### config.mk
export PLATFORM = sky130hd
export DESIGN_NAME = dfork_reg_flat
export DESIGN_NICKNAME = d
export VERILOG_FILES = /design/src/rtl/dfork_reg_if.sv /design/src/rtl/dfork_reg.sv /design/src/flat_wrapper.sv
export SDC_FILE = /design/constraint.sdc
export NUM_CORES = 1
export LEC_CHECK = 0
export BUFFER_PORTS_ARGS = -buffer_cell sky130_fd_sc_hd__buf_4
export CAP_MARGIN = 20
export CORE_UTILIZATION = 38
export DETAILED_ROUTE_END_ITERATION = 12
export GPL_TIMING_DRIVEN = 1
export PLACE_DENSITY = 0.68
export SYNTH_ARGS = -nofsm -noshare
export SYNTH_HDL_FRONTEND = slang
export SYNTH_SLANG_ARGS = --single-unit
### constraint.sdc
create_clock -name clock -period 2.3 [get_ports clock]
set_clock_uncertainty 0.05 [all_clocks]
set_input_delay 0.115 -clock clock [delete_from_list [all_inputs] [get_ports clock]]
set_output_delay 0.115 -clock clock [all_outputs]
set_load 0.03 [all_outputs]
### src/rtl/dfork_reg_if.sv
// Token stream bundle for dfork_reg: one upstream valid/ready channel and
// numOutputs downstream branches that share a single data bus.
interface dfork_reg_if #(
  parameter int dataWidth  = 32,
  parameter int numOutputs = 2
);
  logic [dataWidth-1:0]  din;
  logic                  dinValid;
  logic                  dinReady;
  logic [dataWidth-1:0]  dout;
  logic [numOutputs-1:0] doutValid;
  logic [numOutputs-1:0] doutReady;

  modport master (output din, dinValid, doutReady, input dinReady, dout, doutValid);
  modport slave  (input din, dinValid, doutReady, output dinReady, dout, doutValid);
endinterface

### src/rtl/dfork_reg.sv
// Registered fork: one input token is broadcast to numOutputs branches, each
// with its own valid bit; a new token is taken only when every branch is free.

module dfork_reg_lane (
  input  logic clock,
  input  logic reset,
  input  logic acc,
  input  logic rdy,
  output logic v,
  output logic free
);
  logic v_q, v_d;

  // A fresh accept overrides a same-cycle handoff, so no bubble is inserted.
  always_comb begin
    v_d = v_q;
    if (acc)             v_d = 1'b1;
    else if (v_q && rdy) v_d = 1'b0;
  end

  always_ff @(posedge clock) begin
    if (reset) v_q <= 1'b0;
    else       v_q <= v_d;
  end

  assign v    = v_q;
  assign free = ~v_q | rdy;
endmodule

module dfork_reg #(
  parameter int dataWidth  = 32,
  parameter int numOutputs = 2
) (
  input  logic        clock,
  input  logic        reset,
  dfork_reg_if.slave  io
);
  logic [numOutputs-1:0] v, free;
  logic [dataWidth-1:0]  dout_q, dout_d;
  logic                  din_ready, acc;

  for (genvar i = 0; i < numOutputs; i++) begin : g_lane
    dfork_reg_lane u_lane (
      .clock (clock),
      .reset (reset),
      .acc   (acc),
      .rdy   (io.doutReady[i]),
      .v     (v[i]),
      .free  (free[i])
    );
  end

  // dinReady depends only on branch state and doutReady, never on dinValid.
  always_comb begin
    din_ready = ~reset & (&free);
    acc       = io.dinValid & din_ready;
    dout_d    = acc ? io.din : dout_q;
  end

  always_ff @(posedge clock) begin
    if (reset) dout_q <= '0;
    else       dout_q <= dout_d;
  end

  assign io.dinReady  = din_ready;
  assign io.dout      = dout_q;
  assign io.doutValid = v;
endmodule

### src/flat_wrapper.sv
// flat-port wrapper written by rule: the top's interface ports become plain ports
module dfork_reg_flat 
#(
  parameter int dataWidth  = 32,
  parameter int numOutputs = 2
)
  (clock, reset, io_din, io_dinValid, io_doutReady, io_dinReady, io_dout, io_doutValid);
  dfork_reg_if #(.dataWidth(dataWidth), .numOutputs(numOutputs)) io_i ();
  input  logic clock;
  input  logic reset;
  input wire logic [$bits(io_i.din)-1:0] io_din;
  input wire logic [$bits(io_i.dinValid)-1:0] io_dinValid;
  input wire logic [$bits(io_i.doutReady)-1:0] io_doutReady;
  output wire logic [$bits(io_i.dinReady)-1:0] io_dinReady;
  output wire logic [$bits(io_i.dout)-1:0] io_dout;
  output wire logic [$bits(io_i.doutValid)-1:0] io_doutValid;
  assign io_i.din = io_din;
  assign io_i.dinValid = io_dinValid;
  assign io_i.doutReady = io_doutReady;
  assign io_dinReady = io_i.dinReady;
  assign io_dout = io_i.dout;
  assign io_doutValid = io_i.doutValid;
  dfork_reg #(.dataWidth(dataWidth), .numOutputs(numOutputs)) u_core (.clock(clock), .reset(reset), .io(io_i));
endmodule
==> metrics.md <==
| Metric | Value |
|---|---|
| Synth Warn # | `0` |
| CTS resizes | `0` |
| Metal2 WL | `~1700 um` |
| Critical path's slowest cell | `dlygate4sd3_1` |
| Slowest stage delay, CP | `between 500 and 600 ps` |
| Worst-case reg-to-reg path depth | `4` |
| Post-synthesis mux area share | `0` |
| Total of max-cap violations | `0` |
| Worst Min Path Start | `io_din[0]` |
| Worst path depth | `5` |
| Crit path max fanout | `34` |
| Setup crit end kind | `register` |
| Avg WL per Cell | `13.24 um` |
| Final HPWL DP | `approximately 2400 um` |
| DR vias/cell | `between 5 and 6` |
| Net Switching | `around 0.40 mW` |
| Vias in the first global route | `between 1000 and 1500` |
| GR Overflow Total | `0` |
| Worst hold path type | `in -> reg` |
| Die X | `63.91 um` |
| Share of layout cells above drive strength 1 | `0.3946` |
| Cell Area, Synth | `about 0.0015 mm^2` |
| Fin. Hold Viols | `0` |
| Post-Synth Simple-Gate Area | `0.05241` |
| Worst Setup SP | `reset` |
| Max Clock Freq | `561.4 MHz` |
| Final WL | `around 3600 um` |
| Site Rows | `22` |
| I/O Buffers | `71` |
| Num ports | `72` |
| Post-Synthesis Cells | `around 160` |
| Crit share post-route | `0.7745` |
| Top cell type's share of synthesized area | `0.4674` |
| Area of the multi-input gates | `between 500 and 600 um^2` |
| H-tree depth | `2` |
| Clk sink count | `34` |
| CTS Buf Count | `5` |
| DR vias | `1383` |
| PwrDens | `about 700 mW/mm^2` |
| Initial Util | `0.3978` |
| Worst Path Buf+Inv | `3` |
| Setup ws final | `518.7 ps` |
| Filler cells | `approximately 340` |
| Residual DRC | `0` |
| Crit path kind | `in -> reg` |
| Met3 wire len | `236 um` |
| Logic pwr share | `0.198` |
| Register bit count reported by yosys | `34` |
| Setup_tns | `0 ps` |
| Routability cong. | `approximately 0.77` |
| Final cell count without fillers | `approximately 270` |
| First-pass GRT wire length | `about 5600 um` |
| GRT Resource Usage Total | `0.1793` |
| Setup violators final | `0` |
| RSZ-0062 raised after global routing | `no` |
| Mapped Nets | `about 190` |
| First-pass DRT Iterations | `4` |
| Die height | `63.91 um` |
| Post-Route M1 WL | `~1600 um` |
| Clk root buf | `clkbuf_8` |
| Sequential share of power | `0.451` |
| Fin. max-slew vios | `0` |
| CP delay by family, top | `buffers and inverters` |
| Area leader, netlist | `dfxtp_1` |
| WHS | `about 16 ps` |
| Placed Cells | `~260` |
| Compound-Gate Fraction of Synth Area | `0.3093` |
| Rel. slew slack | `0.6550` |
| Worst r2r src | `u_core.g_lane[1].u_lane.v` |
| Worst slack at placement | `between 700 and 800 ps` |
| Hold Path Depth | `3` |
| CP Data Required Time | `approximately 2500 ps` |
| Register area | `680.7 um^2` |
| P_int | `around 1.1 mW` |
| Sw Share | `0.2737` |
| Post-synthesis xor/xnor area fraction | `0` |
| Drt initial violations | `44` |
| Largest net degree at the start of global routing | `35` |
| Clock power share | `0.351` |
| Die area | `0.004084 mm^2` |
| Synth unique cells | `17` |
| Final Net Count | `roughly 260` |
| Synth-to-Final Area Change | `42.18%` |
| Core box area | `~0.0037 mm^2` |
| Syn avg cell area | `9.276 um^2` |
| Post-Synth Adder-Cell Area | `0` |
| Largest family of logic cells by synthesized area | `compound AO/OA/AOI/OAI gates` |
| Slew @ Worst Pin | `between 500 and 600 ps` |
| Crit start category | `primary input` |
| Leakage | `a little over 1 nW` |
| Uppermost routed layer | `met4` |
| Layout Utilization | `0.5656` |
| Crit path time final | `1781 ps` |
| Max clock buf depth | `2` |
| Synth top area cells | `dfxtp_1, o311ai_1, o21ai_1` |
| Register area share after synthesis | `0.4674` |
| Worst path cell trace | `dlygate4sd3_1, buf_4, inv_1, nand4_4, o21ai_1` |
| CTS tree | `yes` |
| Status | `finished clean` |
| N_diodes | `0` |
| Later-pin clock latency in the skew report | `around 280 ps` |
| Clock Pin Slew Worst Setup and Hold Paths | `around 70 ps` |
| Initial antenna violation count | `0` |
| Worst VDD drop | `roughly 370 uV` |
| Antenna-violating nets left | `0` |
| Critical Path AT | `around 1900 ps` |
-- worst paths after layout --
path                         to  slack [ps]
min           u_core.io.dout[0]          20
max reg2reg  u_core.io.dout[19]         840
max           u_core.io.dout[4]         520
min reg2reg   u_core.io.dout[0]         420
-- state kept, by name (all words and copies together), names as in the netlist --
signal	flops
u_core.io.dout	32
u_core.g_lane.u_lane.v	2
-- routing by layer --
| metal | track usage | up-vias |
|---|---|---|
| met1 | 0.2004 | 631 |
| met2 | 0.2939 | 45 |
| met4 | 0.09375 | 0 |
| li1 | - | 697 |
| met5 | 0 | - |
| met3 | 0.06786 | 10 |
-- power groups by stage --
| stage | registers, mW | logic (mW) | clock network (mW) |
|---|---|---|---|
| after floorplan | 0.735 | 0.0962 | 0 |
| after global placement | 0.665 | 0.284 | 0 |
| after detailed placement | 0.665 | 0.286 | 0 |
| after CTS | 0.652 | 0.288 | 0.516 |
| after global routing | 0.657 | 0.305 | 0.548 |
| final | 0.652 | 0.286 | 0.507 |
-- tightest hold or removal path, stage by stage --
cell and delay (ps):
buf_4 70, inv_1 30, o21ai_1 100
-- per-stage QoR --
stage | total power, mW | cell area (um^2)
2_1_floorplan | 0.8317 | 1456
3_3_place_gp | 0.9494 | 1951
3_5_place_dp | 0.9506 | 1951
4_1_cts | 1.457 | 2071
5_1_grt | 1.511 | 2071
6_report | 1.446 | 2071
-- layout make-up --
cell class              count  area share
multi-input cells          72      0.2544
inverters                  34     0.06163
clock buffers               8     0.05317
well taps                  48     0.02900
flip-flops and latches     34      0.3287
repair buffers             75      0.2731
-- cell families after synthesis --
group           Yosys count
buf+inv                  51
flops                    34
compound gates           66
simple gates              6
-- layout by cell type, fill, tap and decap left out --
master,n
inv_2,1
nand4_4,1
dlygate4sd3_1,1
o311ai_1,30
clkbuf_8,8
buf_4,74
o21ai_0,4
nor3_1,1
dfxtp_1,34
nor2b_4,2
a21oi_1,2
o21ai_1,28
or2b_4,2
inv_1,33
o311ai_0,2
-- synthesized netlist by cell type --
cell type,instances
inv_2,1
nand4_4,1
o21ai_0,4
inv_1,33
a21oi_1,2
nor3_1,1
o311ai_0,2
or2b_4,2
dfxtp_1,34
o311ai_1,30
clkbuf_1,2
buf_6,5
buf_2,6
o21ai_1,28
nor2b_4,2
buf_4,3
clkbuf_2,1
-- timing repair --
item / CTS / global route
hold buffers: 1 / 0
buffers inserted: 0 / 0
hold endpoints to repair: 2 / 0
Note: power is estimated with default switching activity, not from simulation.
